File: config.mk
export PLATFORM = sky130hd
export DESIGN_NAME = lsu_ctrl
export DESIGN_NICKNAME = d
export VERILOG_FILES = /design/src/rtl/lsu_pkg.sv /design/src/rtl/lsu_lane.sv /design/src/rtl/lsu_ctrl.sv
export SDC_FILE = /design/constraint.sdc
export NUM_CORES = 1
export LEC_CHECK = 0
export CORE_ASPECT_RATIO = 0.8
export CORE_UTILIZATION = 48
export CTS_CLUSTER_DIAMETER = 60
export DETAILED_ROUTE_END_ITERATION = 6
export PLACE_DENSITY = 0.81
export SYNTH_ARGS = -nofsm -noshare
export SYNTH_HDL_FRONTEND = slang
export SYNTH_SLANG_ARGS = --single-unit
File: constraint.sdc
create_clock -name clk -period 4.55 [get_ports clk]
set_clock_uncertainty 0.1 [all_clocks]
set_input_delay 0.455 -clock clk [delete_from_list [all_inputs] [get_ports clk]]
set_output_delay 0.455 -clock clk [all_outputs]
set_load 0.02 [all_outputs]
File: src/rtl/lsu_pkg.sv
// ============================================================================
//  Module      : lsu_pkg
//  Description : Shared size encodings, FSM state enumeration and byte-lane
//                constants for the load/store unit.
//                Optional feature macro: LSU_MISALIGN_TRAP_EN (adds ST_ERR).
//  Revision    : 1.0 - initial release
// ============================================================================
`default_nettype none

package lsu_pkg;

  // Access size encodings (2'b11 behaves as a word access)
  localparam logic [1:0] c_sz_byte = 2'b00;
  localparam logic [1:0] c_sz_half = 2'b01;
  localparam logic [1:0] c_sz_word = 2'b10;

  // Byte-lane geometry of a 32-bit little-endian word
  localparam int c_lane_w     = 8;
  localparam int c_num_lanes  = 4;
  localparam int c_lane_idx_w = $clog2(c_num_lanes);

  // Controller states, explicitly encoded
`ifdef LSU_MISALIGN_TRAP_EN
  typedef enum logic [2:0] {
    ST_IDLE = 3'd0,
    ST_RD   = 3'd1,
    ST_WR   = 3'd2,
    ST_DONE = 3'd3,
    ST_ERR  = 3'd4
  } lsu_state_t;
`else
  typedef enum logic [2:0] {
    ST_IDLE = 3'd0,
    ST_RD   = 3'd1,
    ST_WR   = 3'd2,
    ST_DONE = 3'd3
  } lsu_state_t;
`endif

  // Full-word access (the spare encoding is folded into word)
  function automatic logic is_word(input logic [1:0] size);
    return (size == c_sz_word) || (size == 2'b11);
  endfunction

  // Address not naturally aligned for the requested size
  function automatic logic is_misaligned(input logic [1:0] size,
                                         input logic [c_lane_idx_w-1:0] lo);
    logic v;
    v = 1'b0;
    if (is_word(size))
      v = (lo != '0);
    else if (size == c_sz_half)
      v = lo[0];
    return v;
  endfunction

endpackage

`default_nettype wire

File: src/rtl/lsu_lane.sv
// ============================================================================
//  Module      : lsu_lane
//  Description : Combinational byte-lane logic. Extracts and sign/zero-extends
//                the addressed lane of a memory word for loads, and merges
//                store data into the addressed lane(s) of an old word.
//                Half ignores addr[0]; word ignores addr[1:0].
//  Revision    : 1.0 - initial release
// ============================================================================
`default_nettype none

module lsu_lane
  import lsu_pkg::*;
#(
  parameter int DATA_WIDTH = 32
) (
  input  logic [1:0]              size,
  input  logic                    ld_unsigned,
  input  logic [c_lane_idx_w-1:0] addr_lo,
  input  logic [DATA_WIDTH-1:0]   rd_word,
  input  logic [DATA_WIDTH-1:0]   wdata,
  output logic [DATA_WIDTH-1:0]   ld_data,
  output logic [DATA_WIDTH-1:0]   st_word
);

  logic [4:0]            w_byte_sh;
  logic [4:0]            w_half_sh;
  logic [c_lane_w-1:0]   w_byte;
  logic [2*c_lane_w-1:0] w_half;

  // Bit offsets of the addressed byte and (force-aligned) halfword
  assign w_byte_sh = {addr_lo, 3'b000};
  assign w_half_sh = {addr_lo[1], 4'b0000};

  // Load path: pick the lane and extend it to a full word
  always_comb begin
    w_byte  = rd_word[w_byte_sh +: c_lane_w];
    w_half  = rd_word[w_half_sh +: 2*c_lane_w];
    ld_data = rd_word;
    case (size)
      c_sz_byte: ld_data = {{(DATA_WIDTH-c_lane_w){~ld_unsigned & w_byte[c_lane_w-1]}}, w_byte};
      c_sz_half: ld_data = {{(DATA_WIDTH-2*c_lane_w){~ld_unsigned & w_half[2*c_lane_w-1]}}, w_half};
      default:   ld_data = rd_word;
    endcase
  end

  // Store path: overlay right-justified store data onto the old word
  always_comb begin
    st_word = rd_word;
    case (size)
      c_sz_byte: st_word[w_byte_sh +: c_lane_w]   = wdata[c_lane_w-1:0];
      c_sz_half: st_word[w_half_sh +: 2*c_lane_w] = wdata[2*c_lane_w-1:0];
      default:   st_word = wdata;
    endcase
  end

endmodule

`default_nettype wire

File: src/rtl/lsu_ctrl.sv
// ============================================================================
//  Module      : lsu_ctrl
//  Description : Load/store unit controller for a word-indexed data memory
//                (combinational read, synchronous write). Loads take
//                IDLE->RD->DONE, word stores IDLE->WR->DONE, byte/half stores
//                do a read-modify-write IDLE->RD->WR->DONE.
//                Optional feature macro: LSU_MISALIGN_TRAP_EN - misaligned
//                half/word requests trap through ST_ERR instead of being
//                force-aligned.
//  Revision    : 1.0 - initial release
// ============================================================================
`default_nettype none

module lsu_ctrl
  import lsu_pkg::*;
#(
  parameter int DATA_WIDTH = 32,
  parameter int ADDR_WIDTH = 32
) (
  input  logic                  clk,
  input  logic                  rst,
  input  logic                  req,
  input  logic                  st,
  input  logic [1:0]            size,
  input  logic                  ld_unsigned,
  input  logic [ADDR_WIDTH-1:0] addr,
  input  logic [DATA_WIDTH-1:0] wdata,
  output logic [DATA_WIDTH-1:0] rdata,
  output logic                  ack,
  output logic                  busy,
  output logic                  err,
  output logic [ADDR_WIDTH-1:0] mem_addr,
  output logic [DATA_WIDTH-1:0] mem_wd,
  output logic                  mem_we,
  output logic                  mem_re,
  input  logic [DATA_WIDTH-1:0] mem_rd
);

  lsu_state_t            r_state;
  lsu_state_t            w_next;

  logic                  r_st;
  logic [1:0]            r_size;
  logic                  r_uns;
  logic [ADDR_WIDTH-1:0] r_addr;
  logic [DATA_WIDTH-1:0] r_wdata;
  logic [DATA_WIDTH-1:0] r_merge;
  logic [DATA_WIDTH-1:0] r_rdata;

  logic [DATA_WIDTH-1:0] w_ld_data;
  logic [DATA_WIDTH-1:0] w_st_word;
  logic                  w_accept;

  assign w_accept = (r_state == ST_IDLE) && req;

  // Word index is derived from the captured address, so it stays put RD..WR
  assign mem_addr = {2'b00, r_addr[ADDR_WIDTH-1:2]};
  assign rdata    = r_rdata;

  lsu_lane #(
    .DATA_WIDTH (DATA_WIDTH)
  ) u_lane (
    .size        (r_size),
    .ld_unsigned (r_uns),
    .addr_lo     (r_addr[c_lane_idx_w-1:0]),
    .rd_word     (mem_rd),
    .wdata       (r_wdata),
    .ld_data     (w_ld_data),
    .st_word     (w_st_word)
  );

  // State register
  always_ff @(posedge clk or posedge rst) begin
    if (rst) r_state <= ST_IDLE;
    else     r_state <= w_next;
  end

  // Request capture; only an idle controller latches a new access
  always_ff @(posedge clk or posedge rst) begin
    if (rst) begin
      r_st    <= 1'b0;
      r_size  <= 2'b00;
      r_uns   <= 1'b0;
      r_addr  <= '0;
      r_wdata <= '0;
    end else if (w_accept) begin
      r_st    <= st;
      r_size  <= size;
      r_uns   <= ld_unsigned;
      r_addr  <= addr;
      r_wdata <= wdata;
    end
  end

  // RD-cycle data capture: merged word for RMW stores, extended lane for loads
  always_ff @(posedge clk or posedge rst) begin
    if (rst) begin
      r_merge <= '0;
      r_rdata <= '0;
    end else if (r_state == ST_RD) begin
      if (r_st) r_merge <= w_st_word;
      else      r_rdata <= w_ld_data;
    end
  end

  // Next-state logic
  always_comb begin
    w_next = r_state;
    case (r_state)
      ST_IDLE: begin
        if (req) begin
`ifdef LSU_MISALIGN_TRAP_EN
          if (is_misaligned(size, addr[c_lane_idx_w-1:0]))
            w_next = ST_ERR;
          else
`endif
          if (st && is_word(size))
            w_next = ST_WR;
          else
            w_next = ST_RD;
        end
      end
      ST_RD:   w_next = r_st ? ST_WR : ST_DONE;
      ST_WR:   w_next = ST_DONE;
      ST_DONE: w_next = ST_IDLE;
`ifdef LSU_MISALIGN_TRAP_EN
      ST_ERR:  w_next = ST_IDLE;
`endif
      default: w_next = ST_IDLE;
    endcase
  end

  // Output decode from the current state
  always_comb begin
    busy   = (r_state != ST_IDLE);
    ack    = 1'b0;
    err    = 1'b0;
    mem_re = 1'b0;
    mem_we = 1'b0;
    mem_wd = is_word(r_size) ? r_wdata : r_merge;
    case (r_state)
      ST_RD:   mem_re = 1'b1;
      ST_WR:   mem_we = 1'b1;
      ST_DONE: ack    = 1'b1;
`ifdef LSU_MISALIGN_TRAP_EN
      ST_ERR: begin
        ack = 1'b1;
        err = 1'b1;
      end
`endif
      default: ;
    endcase
  end

endmodule

`default_nettype wire

==> flow_metrics.env, run 1 <==
export IMPL_drc_errors=0
export IMPL_fin_crit_sh=0.7410
export IMPL_wl_um=19800
export IMPL_synth_top_cell_area_share=0.4968
export IMPL_required_ns=3.99
export IMPL_hold_viol=0
export IMPL_io_pins=204
export IMPL_hp_start="rdata[22]"
export IMPL_synth_distinct_cells=44
export IMPL_port_buffers=200
export IMPL_slowest_stage="dfrtp_2"
export IMPL_report_final_setup_viol=0
export IMPL_synth_area_leaders="dfrtp_1 (50%), mux2_2 (17%), a21oi_1 (3.9%)"
export IMPL_crit_fanout=50
export IMPL_antenna_found_initial=0
export IMPL_grt_usage=0.2827
export IMPL_drive_above_1_share=0.1865
export IMPL_synth_seq_cells=134
export IMPL_drt_iter0_markers=475
export IMPL_slew_headroom=0.2204
export IMPL_slowest_delay_ns=0.97
export IMPL_num_rows=38
export IMPL_status="complete, no violations"
export IMPL_yosys_warnings=0
export IMPL_initial_core_util=0.4946
export IMPL_vias=5649
export IMPL_synth_edf_count=0
export IMPL_gp_congestion=0.9109
export IMPL_path_clk_slew_ns=0.05
export IMPL_layout_min_cycle_time_ns=3.371
export IMPL_avgRoutedWirePerCell_um=20.45
export IMPL_antennaDiodeCount=0
export IMPL_syn_to_final_growth_pct=37.63
export IMPL_synthCells=620
export IMPL_grt_first_pass_wirelength_um=30590
export IMPL_yosysMostFrequentCell="dfrtp_1"
export IMPL_end_kind="output pin"
export IMPL_clockRootBuffer="clkbuf_16"
export IMPL_grt_pass1_vias=5652
export IMPL_clk_latency_ns=0.41
export IMPL_hold_buffers=0
export IMPL_leakage_nw=3.831
export IMPL_cp_start_kind="flop"
export IMPL_avgSynthCellArea_um2=10.89
export IMPL_drv_slew=0
export IMPL_multiInputGateArea_um2=2915
export IMPL_cts_resized=0
export IMPL_cp_cell_sequence="buf_4 -> mux2_2 -> clkdlybuf4s50_1"
export IMPL_hpwlAfterDp_um=14340
export IMPL_postRouteAntennaNets=0
export IMPL_crit_type="reg -> out"
export IMPL_hold_ws_ns=0.4023
export IMPL_synth_top_cells_by_count="dfrtp_1 (134), mux2_2 (99), a21oi_1 (52)"
export IMPL_cp_top_family="buffers and inverters"
export IMPL_h_tree_depth=4
export IMPL_max_freq_mhz=296.6
export IMPL_final_core_util=0.6807
export IMPL_yosysTopAreaCell="dfrtp_1"
export IMPL_power_density_nw_per_um2=830.2
export IMPL_core_um2=13650
export IMPL_synth_area_um2=6749
export IMPL_postCtsSetupRepairBufs=0
export IMPL_cts_tree="done"
export IMPL_arrival_ns=2.82
export IMPL_nets=887
export IMPL_worst_slew_pin_slew_ns=1.167
export IMPL_async_reset_ff_frac=1.000
export IMPL_die_h_um=108.1
export IMPL_worstHoldPathType="reg -> reg"
export IMPL_num_fill_cells=946
export IMPL_grt_overflow_total=0
export IMPL_cp_num_buf_inv=2
export IMPL_vias_per_cell=5.836
export IMPL_startpoint="r_size[1]"
export IMPL_rsz0062_at_grt="no"
export IMPL_die_x_um=134.6
export IMPL_numCtsBuffers=17
export IMPL_die_area_um2=14540
export IMPL_synth_ff_type="dfrtp_1"
export IMPL_cts_sinks=134
export IMPL_cap_violations=0
export IMPL_grt_max_degree=70
export IMPL_tns_ns=0
export IMPL_drt_pass1_iter_count=5
export IMPL_ff_latch_area_um2=3354
export IMPL_rr_startpoint="r_addr[1]"
export IMPL_vdd_ir_drop_max_uv=553.1
export IMPL_yosysSeqAreaShare=0.4968
export IMPL_clockBufferDepth=2
[logic make-up after synthesis]
group,count (synthesis),share of synthesized area
AOI/OAI and AO/OA,149,0.1526
and+or+nand+nor,136,0.09400
DFF,134,0.4968
muxes,100,0.1667
buffers and inverters,91,0.07267
adders and majority gates,9,0.01669
other,1,0.0005556
[path summary, 6_finish.rpt]
kind	to	slack, ns	cells after the start
min in group asynchronous	r_addr[27]	0.47	2
worst min-delay path	rdata[22]	0.40	2
worst max register to register	r_merge[11]	1.73	6
max in group asynchronous	r_addr[15]	3.09	3
worst min register to register	rdata[22]	0.40	2
worst max-delay path	mem_wd[30]	1.18	3
[metrics by stage]
stage,cells,setup WS (ns),power (mW),cell area (um2)
2_1_floorplan,622,0.4122,4.748,6756
3_3_place_gp,936,1.671,6.048,8632
3_5_place_dp,936,1.645,6.164,8632
4_1_cts,968,1.207,7.707,9289
5_1_grt,968,1.058,8.122,9289
6_report,968,1.179,7.711,9289
[where the power goes]
group	internal, mW	switching, mW
Clock	1.00	0.507
Sequential	1.79	0.638
Combinational	1.86	1.91
Total	4.66	3.05
[flip-flops by register name (all words and copies together), names as in the netlist]
name,cells
r_addr,32
r_merge,32
r_size,2
r_st,1
r_state,2
r_uns,1
r_wdata,32
rdata,32
[tightest hold or removal path: stages (launching register included)]
cell and delay [ns]:
dfrtp_1 0.35, nand2_1 0.05, nand3_1 0.07
[per-layer routing]
layer	part of all wire	track usage	vias up
li1	-	-	2520
met1	0.41	0.3743	2770
met2	0.46	0.4426	316
met3	0.10	0.08017	43
met4	0.025	0.1067	0
met5	0	0	-
[layout by cell type (no fill, tap or decap), types with 16 or more instances in the layout]
cell type        instances
nor2_1                  45
clkdlybuf4s50_1        200
inv_1                   17
nand2_1                 46
nand3_1                 16
o21ai_0                 23
mux2_2                  99
clkbuf_16               17
a221oi_1                23
dfrtp_1                133
a221o_1                 16
a21oi_1                 52
[final cells by class]
type | instances | area share
clock buffers | 20 | 0.04916
clock inverters | 12 | 0.02155
inverters | 18 | 0.007543
multi-input cells | 397 | 0.3138
flip-flops and latches | 134 | 0.3611
well taps | 180 | 0.02425
repair buffers | 207 | 0.2225
Note: power is estimated with default switching activity, not from simulation.
==> inputs of run 2 (changes only) <==
--- a/config.mk
+++ b/config.mk
@@ -6,10 +6,10 @@
 export NUM_CORES = 1
 export LEC_CHECK = 0
 export CORE_ASPECT_RATIO = 0.8
-export CORE_UTILIZATION = 48
+export CORE_UTILIZATION = 43
 export CTS_CLUSTER_DIAMETER = 60
 export DETAILED_ROUTE_END_ITERATION = 6
-export PLACE_DENSITY = 0.81
+export PLACE_DENSITY = 0.77
 export SYNTH_ARGS = -nofsm -noshare
 export SYNTH_HDL_FRONTEND = slang
 export SYNTH_SLANG_ARGS = --single-unit
==> constraint.sdc (replaced) <==
create_clock -name clk -period 3.1 [get_ports clk]
set_clock_uncertainty 0.1 [all_clocks]
set_input_delay 0.31 -clock clk [delete_from_list [all_inputs] [get_ports clk]]
set_output_delay 0.31 -clock clk [all_outputs]
set_load 0.02 [all_outputs]
==> run 2 against run 1 <==
Non-clock buffer count up 11. Critical path depth unchanged. Global-route usage down 2.3 points. Critical endpoint is now mem_wd[15]. Register-to-register slack worse by 1.3 ns. Critical path type unchanged. Die area rose by 11%. Count of clock-buffer cells in the layout is 3 lower. Sequential power rose by 43%. First-iteration DRC count is 19% lower. Sequential share of layout area shrank 0.50 points.
==> flow_metrics.env, run 2 (synthesized netlist as in run 1, its figures left out) <==
export IMPL_status="complete, no violations"
export IMPL_vias=5672
export IMPL_worstHoldPathType="in -> async"
export IMPL_cp_cell_sequence="nand2_1 -> o21ai_0 -> clkdlybuf4s50_1"
export IMPL_arrival_ns=2.51
export IMPL_rr_startpoint="r_addr[0]"
export IMPL_fin_crit_sh=0.9416
export IMPL_antennaDiodeCount=0
export IMPL_leakage_nw=3.879
export IMPL_path_clk_slew_ns=0.06
export IMPL_initial_core_util=0.4450
export IMPL_drt_iter0_markers=386
export IMPL_hpwlAfterDp_um=14850
export IMPL_placed_cells=977
export IMPL_postPlaceCellArea_um2=8766
export IMPL_rsz0062_at_grt="no"
export IMPL_hold_buffers=0
export IMPL_cts_tree="done"
export IMPL_cts_resized=0
export IMPL_max_freq_mhz=342.6
export IMPL_setup_ws_ns=0.1811
export IMPL_cts_sinks=134
export IMPL_grt_first_pass_wirelength_um=31750
export IMPL_die_h_um=114.1
export IMPL_worst_slew_pin_slew_ns=1.023
export IMPL_grt_overflow_total=0
export IMPL_wl_um=20460
export IMPL_hold_viol=0
export IMPL_report_final_setup_viol=0
export IMPL_rrSetupSlack_ns=0.46
export IMPL_h_tree_depth=4
export IMPL_stdcell_area_um2=9420
export IMPL_rr_worst_depth=6
export IMPL_cp_start_kind="flop"
export IMPL_drive_above_1_share=0.1990
export IMPL_avgRoutedWirePerCell_um=20.28
export IMPL_slowest_stage="dfrtp_2"
export IMPL_layout_min_cycle_time_ns=2.919
export IMPL_tns_ns=0
export IMPL_stdcell_count=1009
export IMPL_final_core_util=0.6212
export IMPL_antenna_found_initial=0
export IMPL_clk_latency_ns=0.42
export IMPL_power_density_nw_per_um2=1214
export IMPL_crit_type="reg -> out"
export IMPL_place_ws_ns=0.5284
export IMPL_clockRootBuffer="clkbuf_16"
export IMPL_drc_errors=0
export IMPL_vdd_ir_drop_max_uv=639.4
export IMPL_grt_pass1_vias=5787
export IMPL_syn_to_final_growth_pct=39.58
export IMPL_final_cell_mix="clkdlybuf4s50_1 (200), dfrtp_1 (133), mux2_2 (99), a21oi_1 (52), nand2_1 (46)"
export IMPL_die_area_um2=16200
export IMPL_drv_slew=0
export IMPL_io_pins=204
export IMPL_slew_headroom=0.3182
export IMPL_postRouteAntennaNets=0
export IMPL_numCtsBuffers=17
export IMPL_slowest_delay_ns=1.02
export IMPL_nets=898
export IMPL_clockBufferDepth=2
export IMPL_end_kind="output pin"
export IMPL_rr_endpoint="r_merge[10]"
export IMPL_gp_congestion=0.8536
export IMPL_grt_max_degree=69
export IMPL_vias_per_cell=5.621
export IMPL_final_common_cell="clkdlybuf4s50_1"
export IMPL_crit_fanout=51
export IMPL_drt_pass1_iter_count=6
export IMPL_die_x_um=142.1
export IMPL_grt_usage=0.2593
export IMPL_port_buffers=200
export IMPL_required_ns=2.69
export IMPL_postCtsSetupRepairBufs=0
export IMPL_core_um2=15160
export IMPL_num_rows=40
export IMPL_cap_violations=0
-- run 2: through the flow --
step / total power, mW / hold slack, ns
3_5_place_dp: 9.169 / 0.3867
3_3_place_gp: 9.026 / 0.3843
2_1_floorplan: 6.970 / 0.3491
4_1_cts: 11.48 / 0.1653
6_report: 11.44 / 0.1657
5_1_grt: 12.05 / 0.1917
-- run 2: power by group --
part	internal (mW)	switching (mW)	total, mW
Sequential	2.64	0.840	3.48
Clock	1.43	0.809	2.24
Combinational	2.82	2.90	5.72
-- run 2: layout make-up --
| type | count | area, um2 |
|---|---|---|
| Fill cell | 1179 | 5744 |
| Multi-Input combinational cell | 397 | 2915 |
| Inverter | 18 | 71.32 |
| Clock inverter | 15 | 229.0 |
| Tap cell | 210 | 262.8 |
| Timing Repair Buffer | 218 | 2162 |
| Clock buffer | 17 | 425.4 |
| Sequential cell | 134 | 3354 |
-- run 2: worst max-delay path: cells and delay by family (launching register included) --
kind            cells  cell delay [ns]
flops               1             1.02
buf+inv             1             0.68
simple gates        1             0.19
compound gates      1             0.19
-- run 2: worst max path at each step --
stage                    from     endpoint  slack (ns)  cells past startpoint
floorplan           r_addr[1]  r_merge[10]        0.91                      7
global placement    r_addr[0]  r_merge[10]        0.59                      6
detailed placement  r_size[1]  r_merge[28]        0.53                      5
CTS                 r_size[1]   mem_wd[15]        0.14                      3
global route        r_size[1]   mem_wd[15]        0.03                      3
finish              r_size[1]   mem_wd[15]        0.18                      3
-- run 2: metal layers --
metal | up-vias | track usage | part of all wire
li1 | 2533 | - | -
met1 | 2792 | 0.3391 | 0.42
met2 | 296 | 0.3984 | 0.45
met3 | 51 | 0.08030 | 0.10
met4 | 0 | 0.1118 | 0.031
met5 | - | 0 | 0
==> inputs of run 3 (changes only) <==
--- a/config.mk
+++ b/config.mk
@@ -9,7 +9,8 @@
 export CORE_UTILIZATION = 43
 export CTS_CLUSTER_DIAMETER = 60
 export DETAILED_ROUTE_END_ITERATION = 6
-export PLACE_DENSITY = 0.77
+export PLACE_DENSITY_LB_ADDON = 0.05
+export SKIP_CTS_REPAIR_TIMING = 1
 export SYNTH_ARGS = -nofsm -noshare
 export SYNTH_HDL_FRONTEND = slang
 export SYNTH_SLANG_ARGS = --single-unit
==> run 3 against run 2 <==
Final cell count is essentially flat. Non-clock buffer count grew 1. Via count shrank 1.7%. Highest routed layer unchanged.
==> flow_metrics.env, run 3 (synthesized netlist as in run 1, its figures left out) <==
export IMPL_status="complete, no violations"
export IMPL_num_fill_cells=1264
export IMPL_antennaDiodeCount=0
export IMPL_drive_above_1_share=0.2000
export IMPL_vdd_ir_drop_max_uv=767.3
export IMPL_drt_iter0_markers=425
export IMPL_crit_type="reg -> out"
export IMPL_multiInputGateArea_um2=2915
export IMPL_stdcell_area_um2=9438
export IMPL_required_ns=2.69
export IMPL_initial_core_util=0.4450
export IMPL_rsz0062_at_grt="no"
export IMPL_h_tree_depth=4
export IMPL_crit_fanout=23
export IMPL_syn_to_final_growth_pct=39.84
export IMPL_grt_first_pass_wirelength_um=32080
export IMPL_cts_tree="done"
export IMPL_grt_pass1_vias=5641
export IMPL_report_final_setup_viol=0
export IMPL_tns_ns=0
export IMPL_hold_viol=0
export IMPL_path_clk_slew_ns=0.06
export IMPL_hold_ws_ns=0.2274
export IMPL_avgRoutedWirePerCell_um=20.50
export IMPL_numCtsBuffers=17
export IMPL_hpwlAfterDp_um=15210
export IMPL_cts_sinks=134
export IMPL_cap_violations=0
export IMPL_arrival_ns=2.44
export IMPL_clk_latency_ns=0.42
export IMPL_antenna_found_initial=0
export IMPL_final_core_util=0.6224
export IMPL_ff_latch_area_um2=3354
export IMPL_postRouteAntennaNets=0
export IMPL_end_kind="output pin"
export IMPL_nets=899
export IMPL_grt_overflow_total=0
export IMPL_num_rows=40
export IMPL_power_density_nw_per_um2=1218
export IMPL_layout_min_cycle_time_ns=2.855
export IMPL_die_h_um=114.1
export IMPL_fin_crit_sh=0.9209
export IMPL_postPlaceCellArea_um2=8786
export IMPL_die_x_um=142.1
export IMPL_clockBufferDepth=2
export IMPL_grt_max_degree=48
export IMPL_final_common_cell="clkdlybuf4s50_1"
export IMPL_grt_usage=0.2649
export IMPL_leakage_nw=3.890
export IMPL_worstHoldPathType="in -> async"
export IMPL_io_pins=204
export IMPL_clockRootBuffer="clkbuf_16"
export IMPL_vias=5573
export IMPL_drt_pass1_iter_count=5
export IMPL_wl_um=20710
export IMPL_vias_per_cell=5.518
export IMPL_core_um2=15160
export IMPL_gp_congestion=0.8897
export IMPL_cp_start_kind="flop"
export IMPL_port_buffers=200
export IMPL_drc_errors=0
export IMPL_max_freq_mhz=350.3
export IMPL_die_area_um2=16200
export IMPL_final_cell_mix="clkdlybuf4s50_1 (200), dfrtp_1 (133), mux2_2 (99), a21oi_1 (52), nand2_1 (46)"
export IMPL_slew_headroom=0.4381
export IMPL_drv_slew=0
export IMPL_worst_slew_pin_slew_ns=0.8428
run 3: cell types whose count changed in the layout (fill, tap and decap cells not counted), sizes merged:
cell / previous run / this run
buf: 18 / 19
clkinvlp: 5 / 4
inv: 18 / 19
run 3: final timing paths:
kind                            start          to  slack, ns  cells past startpoint
max                         r_size[1]  mem_wd[31]       0.25                      3
min                               rst  r_state[0]       0.23                      2
max reg2reg                 r_size[0]  r_merge[1]       0.55                      4
min reg2reg                r_addr[21]  r_addr[21]       0.40                      1
max in group asynchronous         rst  r_addr[14]       1.82                      4
min in group clk              addr[5]   r_addr[5]       0.40                      2
run 3: power breakdown:
part | switching, mW | internal, mW | leakage (nW)
combinational | 2.98 | 2.83 | 2.00
sequential | 0.816 | 2.64 | 1.58
clock | 0.808 | 1.43 | 0.310
run 3: layout make-up:
type | instances | share of cell area
clock buffers | 17 | 0.04507
clock inverters | 15 | 0.02400
inverters | 18 | 0.007557
multi-input cells | 397 | 0.3089
flip-flops and latches | 134 | 0.3554
well taps | 210 | 0.02784
repair buffers | 219 | 0.2312
run 3: stage by stage:
stage	total power [mW]	setup WS (ns)	instances
6_report	11.50	0.2451	1010
5_1_grt	12.11	0.1431	1010
4_1_cts	11.51	0.2566	1010
3_5_place_dp	9.215	0.6678	978
3_3_place_gp	9.097	0.7415	978
2_1_floorplan	6.970	0.9142	622
run 3: worst max-delay path, cell delays in order (launching register included):
cell and delay (ns):
dfrtp_2 0.70, buf_4 0.37, mux2_2 0.40, clkdlybuf4s50_1 0.55
run 3: routing by layer:
metal	routed length [um]	GRT usage	up-vias
li1	-	-	2547
met1	9560	0.3843	2732
met2	9131	0.3912	270
met3	1657	0.06148	24
met4	354	0.08387	0
met5	0	0	-
